[config.mk]
export PLATFORM = sky130hd
export DESIGN_NAME = bram_data_port_ctrl_flat
export DESIGN_NICKNAME = d
export VERILOG_FILES = /design/src/rtl/bram_data_port_ctrl_pkg.sv /design/src/rtl/bram_data_port_ctrl_if.sv /design/src/rtl/bram_data_port_ctrl_mem_lane_align.sv /design/src/rtl/bram_data_port_ctrl.sv /design/src/flat_wrapper.sv
export SDC_FILE = /design/constraint.sdc
export NUM_CORES = 1
export LEC_CHECK = 0
export ABC_CLOCK_PERIOD_IN_PS = 4000
export BUFFER_PORTS_ARGS = -buffer_cell sky130_fd_sc_hd__buf_4
export CORE_ASPECT_RATIO = 0.9
export CORE_MARGIN = 2
export CORE_UTILIZATION = 54
export DETAILED_ROUTE_END_ITERATION = 12
export PLACE_DENSITY = 0.82
export SLEW_MARGIN = 20
export SYNTH_ARGS = -nofsm -noshare
export SYNTH_HDL_FRONTEND = slang
export SYNTH_HIERARCHICAL = 1
export SYNTH_SLANG_ARGS = --single-unit
[constraint.sdc]
create_clock -name clock -period 4 [get_ports clock]
set_clock_uncertainty 0.15 [all_clocks]
set_input_delay 0.2 -clock clock [delete_from_list [all_inputs] [get_ports clock]]
set_output_delay 0.2 -clock clock [all_outputs]
set_load 0.01 [all_outputs]
[src/rtl/bram_data_port_ctrl_pkg.sv]
// Shared encodings for the BRAM data-port controller: access sizes, FSM states, lane count.
package bram_data_port_ctrl_pkg;

    localparam int LANE_COUNT = 4;
    localparam int SIZE_WIDTH = 2;

    localparam logic [1:0] SIZE_BYTE    = 2'b00;
    localparam logic [1:0] SIZE_HALF    = 2'b01;
    localparam logic [1:0] SIZE_WORD    = 2'b10;
    localparam logic [1:0] SIZE_ILLEGAL = 2'b11;

    localparam logic [2:0] ST_IDLE = 3'd0;
    localparam logic [2:0] ST_RD   = 3'd1;
    localparam logic [2:0] ST_RDW  = 3'd2;
    localparam logic [2:0] ST_WR   = 3'd3;
    localparam logic [2:0] ST_RESP = 3'd4;

endpackage

[src/rtl/bram_data_port_ctrl_if.sv]
// Core-side load/store request and response bundle for the BRAM data-port controller.
interface bram_data_port_ctrl_if
    import bram_data_port_ctrl_pkg::*;
#(
    parameter int DATA_WIDTH = 32,
    parameter int ADDR_WIDTH = 8
);
    logic                    req_valid;
    logic                    req_ready;
    logic                    req_write;
    logic [SIZE_WIDTH-1:0]   req_size;
    logic                    req_unsigned;
    logic [ADDR_WIDTH+1:0]   req_addr;
    logic [DATA_WIDTH-1:0]   req_wdata;
    logic                    resp_valid;
    logic [DATA_WIDTH-1:0]   resp_rdata;
    logic                    resp_error;

    modport master (
        output req_valid, req_write, req_size, req_unsigned, req_addr, req_wdata,
        input  req_ready, resp_valid, resp_rdata, resp_error
    );

    modport slave (
        input  req_valid, req_write, req_size, req_unsigned, req_addr, req_wdata,
        output req_ready, resp_valid, resp_rdata, resp_error
    );
endinterface

[src/rtl/bram_data_port_ctrl_mem_lane_align.sv]
// Combinational lane handling: load extract/extend, sub-word store merge, misalignment detect.
module mem_lane_align
    import bram_data_port_ctrl_pkg::*;
#(
    parameter int DATA_WIDTH = 32
) (
    input  logic [1:0]            size,
    input  logic [1:0]            addr_lo,
    input  logic                  is_unsigned,
    input  logic [DATA_WIDTH-1:0] rdata,
    input  logic [DATA_WIDTH-1:0] wdata,
    output logic [DATA_WIDTH-1:0] load_data,
    output logic [DATA_WIDTH-1:0] merge_data,
    output logic                  misaligned
);
    localparam int BYTE_W = DATA_WIDTH / LANE_COUNT;
    localparam int HALF_W = 2 * BYTE_W;

    logic [4:0]        byte_shift_s;
    logic [4:0]        half_shift_s;
    logic [BYTE_W-1:0] byte_s;
    logic [HALF_W-1:0] half_s;

    function automatic logic [DATA_WIDTH-1:0] extend_byte(input logic [BYTE_W-1:0] v, input logic uns);
        return uns ? {{(DATA_WIDTH-BYTE_W){1'b0}}, v} : {{(DATA_WIDTH-BYTE_W){v[BYTE_W-1]}}, v};
    endfunction

    function automatic logic [DATA_WIDTH-1:0] extend_half(input logic [HALF_W-1:0] v, input logic uns);
        return uns ? {{(DATA_WIDTH-HALF_W){1'b0}}, v} : {{(DATA_WIDTH-HALF_W){v[HALF_W-1]}}, v};
    endfunction

    assign byte_shift_s = {addr_lo, 3'b000};
    assign half_shift_s = {addr_lo[1], 4'b0000};

    // Pick the addressed byte and half out of the read word.
    always_comb begin
        byte_s = rdata[byte_shift_s +: BYTE_W];
        half_s = rdata[half_shift_s +: HALF_W];
    end

    // Load result, misalignment flag and merged store word per access size.
    always_comb begin
        load_data  = {DATA_WIDTH{1'b0}};
        merge_data = rdata;
        misaligned = 1'b1;
        case (size)
            SIZE_BYTE: begin
                load_data                          = extend_byte(byte_s, is_unsigned);
                merge_data[byte_shift_s +: BYTE_W] = wdata[BYTE_W-1:0];
                misaligned                         = 1'b0;
            end
            SIZE_HALF: begin
                load_data                          = extend_half(half_s, is_unsigned);
                merge_data[half_shift_s +: HALF_W] = wdata[HALF_W-1:0];
                misaligned                         = addr_lo[0];
            end
            SIZE_WORD: begin
                load_data  = rdata;
                merge_data = wdata;
                misaligned = |addr_lo;
            end
            SIZE_ILLEGAL: begin
                misaligned = 1'b1;
            end
            default: begin
                misaligned = 1'b1;
            end
        endcase
    end
endmodule

[src/rtl/bram_data_port_ctrl.sv]
// Data-port BRAM controller: serialises core byte/half/word loads and stores into word accesses,
// using read-modify-write for sub-word stores.
module bram_data_port_ctrl
    import bram_data_port_ctrl_pkg::*;
#(
    parameter int DATA_WIDTH = 32,
    parameter int ADDR_WIDTH = 8
) (
    input  logic                  clock,
    input  logic                  reset,
    bram_data_port_ctrl_if.slave  req_if,
    output logic                  bram_writeEnable,
    output logic [ADDR_WIDTH-1:0] bram_address,
    output logic [DATA_WIDTH-1:0] bram_writeData,
    input  logic [DATA_WIDTH-1:0] bram_readData
);
    logic [2:0]            state_r;
    logic [2:0]            next_state_s;
    logic                  write_r;
    logic [1:0]            size_r;
    logic                  unsigned_r;
    logic [ADDR_WIDTH+1:0] addr_r;
    logic [DATA_WIDTH-1:0] wdata_r;
    logic [DATA_WIDTH-1:0] resp_rdata_r;
    logic                  resp_error_r;

    logic                  idle_s;
    logic                  accept_s;
    logic [1:0]            sel_size_s;
    logic [1:0]            sel_addr_lo_s;
    logic [DATA_WIDTH-1:0] load_data_s;
    logic [DATA_WIDTH-1:0] merge_data_s;
    logic                  misaligned_s;
    logic                  bram_active_s;

    assign idle_s   = (state_r == ST_IDLE);
    assign accept_s = idle_s & req_if.req_valid;

    // Alignment is judged on the live request in IDLE, on the captured one afterwards.
    always_comb begin
        if (idle_s) begin
            sel_size_s    = req_if.req_size;
            sel_addr_lo_s = req_if.req_addr[1:0];
        end else begin
            sel_size_s    = size_r;
            sel_addr_lo_s = addr_r[1:0];
        end
    end

    mem_lane_align #(
        .DATA_WIDTH (DATA_WIDTH)
    ) u_align (
        .size        (sel_size_s),
        .addr_lo     (sel_addr_lo_s),
        .is_unsigned (unsigned_r),
        .rdata       (bram_readData),
        .wdata       (wdata_r),
        .load_data   (load_data_s),
        .merge_data  (merge_data_s),
        .misaligned  (misaligned_s)
    );

    // Next-state decode.
    always_comb begin
        next_state_s = ST_IDLE;
        case (state_r)
            ST_IDLE: begin
                if (!req_if.req_valid) begin
                    next_state_s = ST_IDLE;
                end else if (misaligned_s) begin
                    next_state_s = ST_RESP;
                end else if (req_if.req_write && (req_if.req_size == SIZE_WORD)) begin
                    next_state_s = ST_WR;
                end else begin
                    next_state_s = ST_RD;
                end
            end
            ST_RD:   next_state_s = ST_RDW;
            ST_RDW:  next_state_s = write_r ? ST_WR : ST_RESP;
            ST_WR:   next_state_s = ST_RESP;
            ST_RESP: next_state_s = ST_IDLE;
            default: next_state_s = ST_IDLE;
        endcase
    end

    // State, captured request and response registers.
    always_ff @(posedge clock or posedge reset) begin
        if (reset) begin
            state_r      <= ST_IDLE;
            write_r      <= 1'b0;
            size_r       <= 2'b00;
            unsigned_r   <= 1'b0;
            addr_r       <= {(ADDR_WIDTH+2){1'b0}};
            wdata_r      <= {DATA_WIDTH{1'b0}};
            resp_rdata_r <= {DATA_WIDTH{1'b0}};
            resp_error_r <= 1'b0;
        end else begin
            state_r <= next_state_s;
            if (accept_s) begin
                write_r      <= req_if.req_write;
                size_r       <= req_if.req_size;
                unsigned_r   <= req_if.req_unsigned;
                addr_r       <= req_if.req_addr;
                wdata_r      <= req_if.req_wdata;
                resp_error_r <= misaligned_s;
                resp_rdata_r <= {DATA_WIDTH{1'b0}};
            end else if ((state_r == ST_RDW) && write_r) begin
                wdata_r <= merge_data_s;
            end else if ((state_r == ST_RDW) && !write_r) begin
                resp_rdata_r <= load_data_s;
            end else if (state_r == ST_RESP) begin
                resp_rdata_r <= {DATA_WIDTH{1'b0}};
                resp_error_r <= 1'b0;
            end else begin
                wdata_r <= wdata_r;
            end
        end
    end

    assign bram_active_s     = (state_r == ST_RD) || (state_r == ST_RDW) || (state_r == ST_WR);
    assign bram_address      = bram_active_s ? addr_r[ADDR_WIDTH+1:2] : {ADDR_WIDTH{1'b0}};
    assign bram_writeEnable  = (state_r == ST_WR);
    assign bram_writeData    = (state_r == ST_WR) ? wdata_r : {DATA_WIDTH{1'b0}};

    assign req_if.req_ready  = idle_s;
    assign req_if.resp_valid = (state_r == ST_RESP);
    assign req_if.resp_rdata = resp_rdata_r;
    assign req_if.resp_error = resp_error_r;
endmodule

[src/flat_wrapper.sv]
// flat-port wrapper written by rule: the top's interface ports become plain ports
module bram_data_port_ctrl_flat import bram_data_port_ctrl_pkg::*;
#(
    parameter int DATA_WIDTH = 32,
    parameter int ADDR_WIDTH = 8
)
  (clock, reset, bram_writeEnable, bram_address, bram_writeData, bram_readData, req_if_req_valid, req_if_req_write, req_if_req_size, req_if_req_unsigned, req_if_req_addr, req_if_req_wdata, req_if_req_ready, req_if_resp_valid, req_if_resp_rdata, req_if_resp_error);
  bram_data_port_ctrl_if #(.DATA_WIDTH(DATA_WIDTH), .ADDR_WIDTH(ADDR_WIDTH)) req_if_i ();
  input  logic clock;
  input  logic reset;
  output logic bram_writeEnable;
  output logic [ADDR_WIDTH-1:0] bram_address;
  output logic [DATA_WIDTH-1:0] bram_writeData;
  input  logic [DATA_WIDTH-1:0] bram_readData;
  input wire logic [$bits(req_if_i.req_valid)-1:0] req_if_req_valid;
  input wire logic [$bits(req_if_i.req_write)-1:0] req_if_req_write;
  input wire logic [$bits(req_if_i.req_size)-1:0] req_if_req_size;
  input wire logic [$bits(req_if_i.req_unsigned)-1:0] req_if_req_unsigned;
  input wire logic [$bits(req_if_i.req_addr)-1:0] req_if_req_addr;
  input wire logic [$bits(req_if_i.req_wdata)-1:0] req_if_req_wdata;
  output wire logic [$bits(req_if_i.req_ready)-1:0] req_if_req_ready;
  output wire logic [$bits(req_if_i.resp_valid)-1:0] req_if_resp_valid;
  output wire logic [$bits(req_if_i.resp_rdata)-1:0] req_if_resp_rdata;
  output wire logic [$bits(req_if_i.resp_error)-1:0] req_if_resp_error;
  assign req_if_i.req_valid = req_if_req_valid;
  assign req_if_i.req_write = req_if_req_write;
  assign req_if_i.req_size = req_if_req_size;
  assign req_if_i.req_unsigned = req_if_req_unsigned;
  assign req_if_i.req_addr = req_if_req_addr;
  assign req_if_i.req_wdata = req_if_req_wdata;
  assign req_if_req_ready = req_if_i.req_ready;
  assign req_if_resp_valid = req_if_i.resp_valid;
  assign req_if_resp_rdata = req_if_i.resp_rdata;
  assign req_if_resp_error = req_if_i.resp_error;
  bram_data_port_ctrl #(.DATA_WIDTH(DATA_WIDTH), .ADDR_WIDTH(ADDR_WIDTH)) u_core (.clock(clock), .reset(reset), .req_if(req_if_i), .bram_writeEnable(bram_writeEnable), .bram_address(bram_address), .bram_writeData(bram_writeData), .bram_readData(bram_readData));
endmodule
==> impl_metrics.tcl <==
set metrics [dict create \
    route.antenna.remaining_nets 0 \
    wl_mm 18.9 \
    outcome "complete, no violations" \
    synth-edff-count 0 \
    hold_violations 0 \
    switching_share_pct 42.2 \
    dpl.hpwl_mm 13.3 \
    slew_headroom_pct 35.7 \
    final_nets 776 \
    gr-total-overflow 0 \
    cp_data_arrival_time_ns 3.67 \
    seq_area_frac_synth_pct 34.6 \
    clkLatencyLatePin_ns 0.35 \
    clock-sinks 82 \
    clkPwrFrac_pct 14.1 \
    vias 5379 \
    port_buffers 156 \
    maxCapViolCount 0 \
    syn_area_um2 5930 \
    cts_made_buffers 9 \
    crit_path_end_kind "flop" \
    ir_worst_vdd_mv 0.493 \
    grt_max_degree 47 \
    synth_cells 543 \
    grt_pass1_vias 5237 \
    fillers 790 \
    rows 36 \
    synth_flop_cell "dfrtp_1" \
    root_buffer "clkbuf_16" \
    wl_per_cell_um 22.8 \
    tritoncts "yes" \
    multi_input_area_um2 3550 \
    setup_tns_ns 0 \
    track_usage_pct 32.7 \
    finish.instance_area_um2 7580 \
    ys_ff_latch 82 \
    rsz0062_at_grt "no" \
    crit_chain "nor3_1, buf_4, mux2_2, nor2b_1, nand3b_1, o211ai_1, a22o_1" \
    fin_hold_ws_ns 0.0499 \
    clkTransAtPathRegs_ns 0.06 \
    critical-path-max-stage-delay_ns 0.66 \
    critPathKind "reg -> reg" \
    path_max_fanout 37 \
    h-tree-depth 3 \
    clock_path_buffers 2 \
    die_area_um2 11800 \
    via_per_inst 6.50 \
    core_area_um2 10800 \
    gp_congestion 0.957 \
    yosys.area.top_type "dfrtp_1" \
    critPathLaunchType "flop" \
    p_int_mw 3.72 \
    comb_power_share_pct 60.5 \
    grt_first_pass_wirelength_mm 29.2 \
    drt_iter0_drc 512 \
    crit_slowest_cell "nor2b_1" \
    holdCritPathClass "in -> reg" \
    synth.top_cells.by_count "91 x mux2_2, 82 x dfrtp_1, 59 x a22o_1" \
    syn_to_final_growth_pct 27.8 \
    die-width_um 114 \
    synthMostInstantiatedCell "mux2_2" \
    tightest_slew_ns 0.960 \
    start_util_pct 55.1 \
    drcViolationCount 0 \
    synth_top_area_share_pct 34.6 \
    ios 157 \
    cp.required_ns 4.13 \
    drv_slew 0 \
    synth_cell_type_count 59 \
    regArea_um2 2050 \
    synth_async_sr_flop_share_pct 100 \
    critical_path.top_delay_family "simple AND/OR/NAND/NOR gates" \
    layout-drive-gt1-share_pct 43.6 \
    p_total_mw 6.43 \
    utilization_pct 70.4 \
    yosys_warnings 6 \
    p_seq_share_pct 25.4 \
    layout_min_cycle_time_ns 3.54 \
    first_pass_iters 5 \
    dieHeight_um 103 \
    p_per_area_nw_per_um2 849 \
    place_area_um2 7100 \
    fmax_mhz 282 \
    fin_crit_sh_pct 88.5 \
    synth_nets 629 \
    syn_avg_cell_area_um2 10.9 \
    antenna_found_initial 0 \
    cts_resized 0 \
    synth_area_leaders "dfrtp_1 35%, mux2_2 17%, a22o_1 8.7%" \
    n_antenna_cell 0 \
    final-setup-viol-count 0 \
    p_switching_mw 2.71 \
    leakagePower_nw 3.47 \
    cp_num_buf_inv 1 \
]
power groups by stage:
| stage | clock network, mW | logic (mW) | registers [mW] |
|---|---|---|---|
| 6_report | 0.909 | 3.89 | 1.63 |
| 5_1_grt | 0.955 | 4.18 | 1.67 |
| 4_1_cts | 0.923 | 3.83 | 1.61 |
| 3_5_place_dp | 0 | 3.79 | 1.62 |
| 3_3_place_gp | 0 | 3.67 | 1.59 |
| 2_1_floorplan | 0 | 2.98 | 1.46 |
metal layers:
metal	GRT usage [%]	wire [um]	vias up	part of all wire, %
met4	12.3	496	0	2.6
met2	51.1	8800	310	47
met1	44.6	7950	2615	42
met3	7.69	1640	44	8.7
li1	-	-	2410	-
met5	0	0	-	0
placed cells by master, fill, tap and decap left out, types with 8 or more instances in the layout:
cell             n
a22oi_1         20
mux2_2          91
dfrtp_1         82
mux2_4          11
clkbuf_16        9
a221o_1         19
a22o_1          59
nor2_1           8
buf_4          168
nand2_1         25
mux2_1          11
and2_1          41
dlygate4sd3_1   15
o211ai_1        24
logic make-up after synthesis:
kind of cell | synth area share, %
mux | 22.8
fa+ha+maj | 1.06
compound gates | 22.7
flops | 34.6
simple gates | 13.1
buf+inv | 5.78
worst reg2reg max path, delay by kind of cell (launching register included):
kind / cells / cell delay [ns]
compound gates: 2 / 0.51
flops: 1 / 0.55
mux: 1 / 0.60
buf+inv: 1 / 0.18
simple gates: 3 / 1.50
per-stage QoR:
stage,worst slack (ns),cells
final,0.459,828
after global routing,0.243,828
after CTS,0.507,827
after detailed placement,0.528,796
after global placement,0.627,796
after floorplan,0.233,543
state kept, by name, indices dropped and copies added (netlist names):
signal / cells
u_core/req_if.resp_rdata: 32
u_core/wdata_r: 32
u_core/addr_r: 10
u_core/unsigned_r: 1
u_core/state_r: 3
u_core/write_r: 1
u_core/size_r: 2
u_core/req_if.resp_error: 1
layout make-up:
cell class | count | area share [%]
Multi-Input combinational cell | 405 | 46.9
Sequential cell | 82 | 27.1
Timing Repair Buffer | 186 | 19.3
Clock buffer | 12 | 3.25
Tap cell | 133 | 2.20
Clock inverter | 4 | 0.974
Inverter | 6 | 0.314
worst paths after layout:
| check | from | to | slack, ns | depth (start not counted) |
|---|---|---|---|---|
| hold / removal | req_if_req_wdata[9] | u_core/wdata_r[9] | 0.05 | 3 |
| setup reg to reg | u_core/state_r[1] | u_core/req_if.resp_rdata[19] | 0.46 | 7 |
| setup / recovery | u_core/state_r[1] | u_core/req_if.resp_rdata[19] | 0.46 | 7 |
| max in group asynchronous | reset | u_core/req_if.resp_rdata[25] | 2.31 | 4 |
| hold reg to reg | u_core/req_if.resp_rdata[23] | u_core/req_if.resp_rdata[23] | 0.35 | 1 |
| min in group asynchronous | reset | u_core/req_if.resp_error | 0.40 | 3 |
what timing repair did:
item / 4_1_cts / 5_1_grt
buffers inserted: 0 / 0
hold endpoints to repair: 59 / 0
hold buffers: 15 / 0
Power figures use the tool's default switching activity.
